$ cat config.mk
export PLATFORM = sky130hd
export DESIGN_NAME = uart_rx_os_ext
export DESIGN_NICKNAME = d
export VERILOG_FILES = /design/src/rtl/uart_rx_os_ext.sv
export SDC_FILE = /design/constraint.sdc
export NUM_CORES = 1
export LEC_CHECK = 0
export BUFFER_PORTS_ARGS = -buffer_cell sky130_fd_sc_hd__buf_2
export CAP_MARGIN = 40
export CELL_PAD_IN_SITES_DETAIL_PLACEMENT = 1
export CELL_PAD_IN_SITES_GLOBAL_PLACEMENT = 2
export CORE_AREA = 3 3 73 75
export DETAILED_ROUTE_END_ITERATION = 7
export DIE_AREA = 0 0 76 78
export GPL_TIMING_DRIVEN = 1
export PLACE_DENSITY_LB_ADDON = 0.05
export SLEW_MARGIN = 20
export SYNTH_ARGS = -nofsm -noshare
export SYNTH_HDL_FRONTEND = slang
export SYNTH_SLANG_ARGS = --single-unit
$ cat constraint.sdc
create_clock -name clk -period 2.8 [get_ports clk]
set_input_delay 0.42 -clock clk [delete_from_list [all_inputs] [get_ports clk]]
set_output_delay 0.42 -clock clk [all_outputs]
set_load 0.005 [all_outputs]
$ cat src/rtl/uart_rx_os_ext.sv
// Oversampling UART receiver: sync + 3-sample vote, 5..9N/E/O 1/2, break detect,
// one-entry valid/ready buffer with overrun pulse. Ports: clk, rst_n, os_tick, rx_line
// in; data_out, valid, parity_error, framing_error, overrun, break_det out; ready in.
module uart_rx_os_ext #(
  parameter int DATA_BITS   = 8,
  parameter int OVERSAMPLE  = 16,
  parameter int PARITY_MODE = 0,
  parameter int STOP_BITS   = 1
) (
  input  logic                 clk,
  input  logic                 rst_n,
  input  logic                 os_tick,
  input  logic                 rx_line,
  output logic [DATA_BITS-1:0] data_out,
  output logic                 valid,
  input  logic                 ready,
  output logic                 parity_error,
  output logic                 framing_error,
  output logic                 overrun,
  output logic                 break_det
);

  localparam int CW = $clog2(OVERSAMPLE);
  localparam int BW = $clog2(DATA_BITS);
  localparam int M  = OVERSAMPLE / 2;

  localparam logic [CW-1:0] C_LO  = CW'(M - 1);
  localparam logic [CW-1:0] C_MID = CW'(M);
  localparam logic [CW-1:0] C_DEC = CW'(M + 1);
  localparam logic [CW-1:0] C_END = CW'(OVERSAMPLE - 1);
  localparam logic [BW-1:0] B_LAST = BW'(DATA_BITS - 1);
  localparam logic          S_LAST = 1'(STOP_BITS - 1);

  typedef enum logic [2:0] {
    S_IDLE, S_START, S_DATA, S_PAR, S_STOP, S_BRK
  } state_e;

  state_e state_q, state_d;

  logic [1:0]           sync_q;
  logic [CW-1:0]        cnt_q, cnt_d;
  logic [BW-1:0]        bit_q, bit_d;
  logic [DATA_BITS-1:0] shr_q, shr_d;
  logic [1:0]           smp_q, smp_d;
  logic                 pbit_q, pbit_d;
  logic                 perr_q, perr_d;
  logic                 ferr_q, ferr_d;
  logic                 stp_q, stp_d;

  logic [DATA_BITS-1:0] data_q, data_d;
  logic                 valid_q, valid_d;
  logic                 pe_q, pe_d;
  logic                 fe_q, fe_d;
  logic                 ovr_q, ovr_d;
  logic                 brk_q, brk_d;

  logic rx_s, maj, at_dec, at_end;
  logic par_exp, is_brk, done, brk;

  assign rx_s   = sync_q[1];
  assign at_dec = os_tick && (cnt_q == C_DEC);
  assign at_end = os_tick && (cnt_q == C_END);
  assign maj    = (smp_q[0] & smp_q[1]) |
                  (smp_q[0] & rx_s) |
                  (smp_q[1] & rx_s);

  assign par_exp = (PARITY_MODE == 2) ? ~^shr_q : ^shr_q;

  // all-zero frame through the first stop bit
  assign is_brk = (shr_q == '0) &&
                  ((PARITY_MODE == 0) || !pbit_q) &&
                  !maj;

  always_ff @(posedge clk or negedge rst_n) begin
    if (!rst_n) begin
      sync_q  <= 2'b11;
      state_q <= S_IDLE;
      cnt_q   <= '0;
      bit_q   <= '0;
      shr_q   <= '0;
      smp_q   <= 2'b11;
      pbit_q  <= 1'b0;
      perr_q  <= 1'b0;
      ferr_q  <= 1'b0;
      stp_q   <= 1'b0;
      data_q  <= '0;
      valid_q <= 1'b0;
      pe_q    <= 1'b0;
      fe_q    <= 1'b0;
      ovr_q   <= 1'b0;
      brk_q   <= 1'b0;
    end else begin
      sync_q  <= {sync_q[0], rx_line};
      state_q <= state_d;
      cnt_q   <= cnt_d;
      bit_q   <= bit_d;
      shr_q   <= shr_d;
      smp_q   <= smp_d;
      pbit_q  <= pbit_d;
      perr_q  <= perr_d;
      ferr_q  <= ferr_d;
      stp_q   <= stp_d;
      data_q  <= data_d;
      valid_q <= valid_d;
      pe_q    <= pe_d;
      fe_q    <= fe_d;
      ovr_q   <= ovr_d;
      brk_q   <= brk_d;
    end
  end

  always_comb begin
    state_d = state_q;
    unique case (state_q)
      S_IDLE:
        if (os_tick && !rx_s) state_d = S_START;
      S_START:
        if (at_dec && maj) state_d = S_IDLE;
        else if (at_end) state_d = S_DATA;
      S_DATA:
        if (at_end && bit_q == B_LAST)
          state_d = (PARITY_MODE != 0) ? S_PAR : S_STOP;
      S_PAR:
        if (at_end) state_d = S_STOP;
      S_STOP:
        if (at_dec) begin
          if (!stp_q && is_brk) state_d = S_BRK;
          else if (stp_q == S_LAST) state_d = S_IDLE;
        end
      S_BRK:
        if (os_tick && rx_s) state_d = S_IDLE;
      default:
        state_d = S_IDLE;
    endcase
  end

  always_comb begin
    cnt_d  = cnt_q;
    bit_d  = bit_q;
    shr_d  = shr_q;
    smp_d  = smp_q;
    pbit_d = pbit_q;
    perr_d = perr_q;
    ferr_d = ferr_q;
    stp_d  = stp_q;
    done   = 1'b0;
    brk    = 1'b0;

    if (os_tick) begin
      // counter runs only inside a frame and restarts on every exit
      if (state_q != S_IDLE && state_q != S_BRK &&
          state_d != S_IDLE && state_d != S_BRK)
        cnt_d = (cnt_q == C_END) ? '0 : cnt_q + CW'(1);
      else
        cnt_d = '0;
      if (cnt_q == C_LO)  smp_d[0] = rx_s;
      if (cnt_q == C_MID) smp_d[1] = rx_s;
    end

    unique case (state_q)
      S_IDLE:
        if (os_tick && !rx_s) begin
          bit_d  = '0;
          pbit_d = 1'b0;
          perr_d = 1'b0;
          ferr_d = 1'b0;
          stp_d  = 1'b0;
        end
      S_DATA: begin
        if (at_dec) shr_d[bit_q] = maj;
        if (at_end) bit_d = bit_q + BW'(1);
      end
      S_PAR:
        if (at_dec) begin
          pbit_d = maj;
          perr_d = (maj != par_exp);
        end
      S_STOP: begin
        if (at_dec) begin
          ferr_d = ferr_q | ~maj;
          if (!stp_q && is_brk) brk = 1'b1;
          else if (stp_q == S_LAST) done = 1'b1;
        end
        if (at_end) stp_d = 1'b1;
      end
      default: ;
    endcase
  end

  always_comb begin
    data_d  = data_q;
    pe_d    = pe_q;
    fe_d    = fe_q;
    valid_d = valid_q & ~ready;
    ovr_d   = 1'b0;
    brk_d   = brk;
    if (done) begin
      if (!valid_q || ready) begin
        data_d  = shr_q;
        pe_d    = perr_q;
        fe_d    = ferr_q | ~maj;
        valid_d = 1'b1;
      end else begin
        ovr_d = 1'b1;
      end
    end
  end

  assign data_out      = data_q;
  assign valid         = valid_q;
  assign parity_error  = pe_q;
  assign framing_error = fe_q;
  assign overrun       = ovr_q;
  assign break_det     = brk_q;

endmodule

Word-level counts from Yosys, hierarchy flattened
Cells that the tools add are included. Widths: inputs -> output; s select.

Reduce and logical (&&, ||, !) cells: 33. Bitwise operators: 9. Eq/ne operators: 18. Multiplexer cells: 36. Order comparisons: 2. Add/sub/neg operators: 2.

Operator list (number): $mux 3 (11); $pmux 3 s6 (1); $mux 1 (16); $eq 4x4->1 const B (3); $logic_and 1x1->1 (12); $reduce_and 3->1 (4); $ne 2x2->1 const B (5); $eq 3x3->1 const B (3); $bwmux 8 (1); $logic_not 8->1 (1); $mux 4 (2); $reduce_and 2->1 (4); $reduce_xor 8->1 (1); $eq 3x2->1 const B (2); $ne 3x3->1 const B (2); $pmux 1 s2 (3); $pmux 3 s2 (1); $reduce_bool 2->1 (3); $reduce_bool 3->1 (2); $add 4x1->4 const B (1); $and 1x1->1 (4); $eq 4x3->1 const B (1); $logic_not 1->1 (4); $lt 3x4->1 const B (1); other kinds (9) (12).

Register bits after elaboration: 38. Output and inout port bits: 13. Input bits: 5. Logic and storage cells: 116.

Longest topological paths before layout
Depth after elaboration: 13. Depth in mapped cells: 9. Mapped depth without buffers: 8.

Least setup slack after synthesis
OpenSTA, ideal clock, no wires.

Path kind: register to register. Start: register cnt_q[1]. End: register data_q[1] (netlist: data_out[1]). Library setup time: 0.128 ns. Path buffers: 1. Arrival: 1.750 ns. Cell stages (with the launch flop): 9. Data required time: 2.672 ns. Clock period less this slack: 1.877 ns. Setup slack: 0.923 ns. Cells stage by stage: dfrtp_1 -> inv_1 -> ha_1 -> nand4b_1 -> nor2_1 -> o2111ai_1 -> nor2b_1 -> buf_4 -> mux2_1.

Cells in the longest elaborated chain, start to end: 5.

Ends and longest elaborated chain: from (decl) (line 41) `logic [CW-1:0] cnt_q, cnt_d;`; from (signal assigned) (line 95) `cnt_q <= cnt_d;`; $eq 4x4->1 (line 61) `assign at_dec = os_tick && (cnt_q == C_DEC);`; $logic_and 1x1->1 (line 61); $mux 1 (line 179) `if (at_dec) begin`; $mux 1 (line 160) `unique case (state_q)`; $reduce_and 2->1 (no line); to (signal assigned) (line 103) `data_q <= data_d;`; to (decl) (line 50) `logic [DATA_BITS-1:0] data_q, data_d;`.

No other way between the ends. A chain may end at the register's enable or synchronous reset.

Worst setup path after layout
Start: register cnt_q[0]. End: register cnt_q[0].

Cells in the longest elaborated chain, start to end: 9. Elaborated cells on any way between the ends: 19. Those cells by class: add/sub: 1; eq/ne: 3; mux: 8; reduce/logical: 7.

Ends and longest elaborated chain: $eq 4x4->1, on equally long branches (line 62, 153, 61); $logic_and 1x1->1, on equally long branches (line 62, 61); $mux 3, or another cell as far along (line 119) `else if (at_end) state_d = S_DATA;`; $mux 3, on equally long branches (line 118, 121); $pmux 3 s6 (line 114) `unique case (state_q)`; $reduce_bool 3->1 (line 152) `state_d != S_IDLE && state_d != S_BRK)`; $logic_and 1x1->1 (line 151) `if (state_q != S_IDLE && state_q != S_BRK &&`; $logic_and 1x1->1 (line 152); $mux 4 (*) (line 151).

Every way passes the cells marked *; elsewhere a longest branch is shown, timed or not.

==> impl_metrics.toml <==
[cts]
cts.sinks = 38
postCtsHoldBufs = 0
cts_setup_buffers = 0
cts_tree = "yes"
cts_resized = 0
numCtsBuffers = 5
clk_pin_slew_ns = 0.08
cts_max_path_buffers = 2
h-tree-depth = 2
clock_latency_ns = 0.29
cts-root-buf = "clkbuf_8"

[placement]
portBuffers = 17
pre_cts_ws_ns = 0.656
hpwl_um = 3140
gp_congestion = 0.833

[timing]
fmax_ghz = 0.475
relSlewSlack_pct = 65.4
slew_violations = 0
clock_skew_ns = 0.00746
hold_violations = 0
period_share_pct = 75.1
tns_ns = 0
rsz0062_at_grt = "no"
setup_viol = 0
period_minus_slack_ns = 2.10
tightest_slew_ns = 0.519
finalWorstSetupSlack_ns = 0.697

[synth]
synth_area_leader_cell = "dfrtp_1"
synth_area_leaders = "dfrtp_1 44%, mux2_1 7.0%, ha_1 5.9%, dfstp_2 5.5%, inv_1 2.9%"
synth.net_count = 190
yosysWarnings = 0
synth_top_area_share_pct = 44.3
synth_area_um2 = 1920
synth_cell_type_count = 42
synthFlopType = "dfrtp_1"
synth_seq_area_share_pct = 49.7
synth_edf_count = 0
avgSynthCellArea_um2 = 10.9
ys_ff_latch = 38
syn-instance-count = 176
ys_async_sr_fraction_pct = 100

[global_routing]
grt_usage_pct = 15.2
grt_max_degree = 21
grt-ovfl-total = 0
grt_first_pass_wirelength_um = 7150
antenna_found_initial = 0
first_global_vias = 1506

[floorplanning]
dieArea_um2 = 5930
core_area_um2 = 4720
rows = 25
io_pins = 18
initial_core_util_pct = 40.7
die_y_um = 78
die_x_um = 76

[detailed_routing]
drc_errors = 0
via_count = 1357
drt_wl_total_um = 4120
viasPerCell = 5.18
routedWlPerCell_um = 15.7
firstDrtPassIters = 4
drtIter0Drc = 46
ant_nets = 0

[setup_path]
crit_path_max_fanout = 6
crit_type = "reg -> reg"
cp_cell_sequence = "ha_1 -> nand4_1 -> nor3_1 -> nor3_2 -> a211oi_2 -> nor3_2 -> a211oi_2"
rrSetupSlack_ns = 0.70
critPathLaunchType = "flip-flop"
reg2reg_depth = 7
slowest_stage = "dfrtp_1"
endpoint_kind = "flip-flop"
crit_path_max_incr_delay_ns = 0.41
required_ns = 3.00
worstPathArrival_ns = 2.31

[power_and_ir_drop]
p_int_mw = 1.03
clkPwrFrac_pct = 30.2
power.density_nw_per_um2 = 685
peakVddDrop_mv = 0.359
power_leakage_nw = 1.05
power.switching_uw = 474
sw_frac_of_total_pct = 31.6
share_seq_of_total_power_pct = 47.2
combPwrFrac_pct = 22.6

[cells_and_area]
final_cell_mix = "34 x dfrtp_1, 17 x buf_2, 15 x inv_1"
final.fill_count = 541
multi_input_area_um2 = 865
syn2layout_area_growth_pct = 13.9
antennaDiodeCount = 0
drive_gt1_share_pct = 22.1
nets = 208
mostFrequentLayoutCell = "dfrtp_1"
regArea_um2 = 956

[flow_run]
maxCapViolCount = 0

[hold_path]
hp-class = "in -> async"

[status]
outcome = "completed"
## cell type report
class                   instances  area share (%)
clock buffers                   5            3.14
clock inverters                 3            1.83
inverters                      15            2.57
multi-input cells             115            39.5
flip-flops and latches         38            43.7
well taps                      67            3.83
repair buffers                 19            5.49
## power groups by stage
stage	registers, mW	clock network (mW)	logic (mW)
finish	0.708	0.453	0.338
detailed placement	0.720	0	0.342
floorplan	0.672	0	0.286
global placement	0.710	0	0.330
global route	0.723	0.491	0.381
CTS	0.710	0.470	0.347
## sequential cells by signal, indices dropped and copies added (netlist names)
register	count
bit_q	3
break_det	1
cnt_q	4
data_out	8
ferr_q	1
framing_error	1
overrun	1
parity_error	1
perr_q	1
shr_q	8
smp_q	2
state_q	3
stp_q	1
sync_q	2
valid	1
## per-layer routing
metal  track usage, %  routed length, um  vias to the layer above
li1                 -                  -                      643
met5                0                  0                        -
met1             16.3               1690                      688
met4             5.80                 88                        0
met3             4.06                115                        8
met2             28.6               2230                       18
## synth_stat cells, drive strengths merged (2+ instances only)
| master | count |
|---|---|
| nor2b | 3 |
| nand4 | 3 |
| a21oi | 4 |
| nand3b | 3 |
| nand2 | 12 |
| buf | 6 |
| a211oi | 2 |
| nor3b | 3 |
| clkbuf | 2 |
| inv | 15 |
| a31oi | 2 |
| nand3 | 3 |
| dfstp | 4 |
| and2 | 2 |
| dfrtp | 34 |
| o21ai | 8 |
| mux2 | 17 |
| nor2 | 7 |
| nor3 | 11 |
| nand4b | 2 |
| nand2b | 5 |
| xnor2 | 4 |
| ha | 9 |
| a22o | 2 |
## path summary, 6_finish.rpt
check                                      from                    to
min in group clk                        rx_line   sync_q[0]$_DFF_PN1_
setup / recovery           cnt_q[0]$_DFFE_PN0P_  cnt_q[0]$_DFFE_PN0P_
hold / removal                            rst_n  shr_q[4]$_DFFE_PN0P_
max in group asynchronous                 rst_n  smp_q[0]$_DFFE_PN1P_
hold reg to reg             sync_q[0]$_DFF_PN1_   sync_q[1]$_DFF_PN1_
setup reg to reg           cnt_q[0]$_DFFE_PN0P_  cnt_q[0]$_DFFE_PN0P_
## worst max-delay path: cells and delay by family (launching register included)
kind	cells	cell delay, ns
AND/OR/NAND/NOR	4	0.80
AO/OA/AOI/OAI	2	0.52
flip-flops	1	0.41
adder cells (fa/ha/maj)	1	0.30
## metrics by stage
stage	std cells	hold WS [ns]	util, %	cell area (um2)	power, mW
detailed placement	254	0.347	44.1	2080	1.06
global placement	253	0.346	43.5	2050	1.04
finish	262	0.0948	46.4	2190	1.50
CTS	262	0.108	46.4	2190	1.53
global route	262	0.120	46.4	2190	1.60
floorplan	176	0.124	-	1920	0.958
## logic make-up (layout without fill, tap and decap cells)
group / count (synthesis) / after routing / share of synthesized area (%)
mux: 17 / 17 / 9.96
compound gates: 24 / 24 / 8.72
simple gates: 59 / 59 / 17.6
xor+xnor: 5 / 5 / 2.28
fa+ha+maj: 10 / 10 / 6.45
flops: 38 / 38 / 49.7
buf+inv: 23 / 42 / 5.27
No activity file was read; power rests on OpenSTA's default activity.
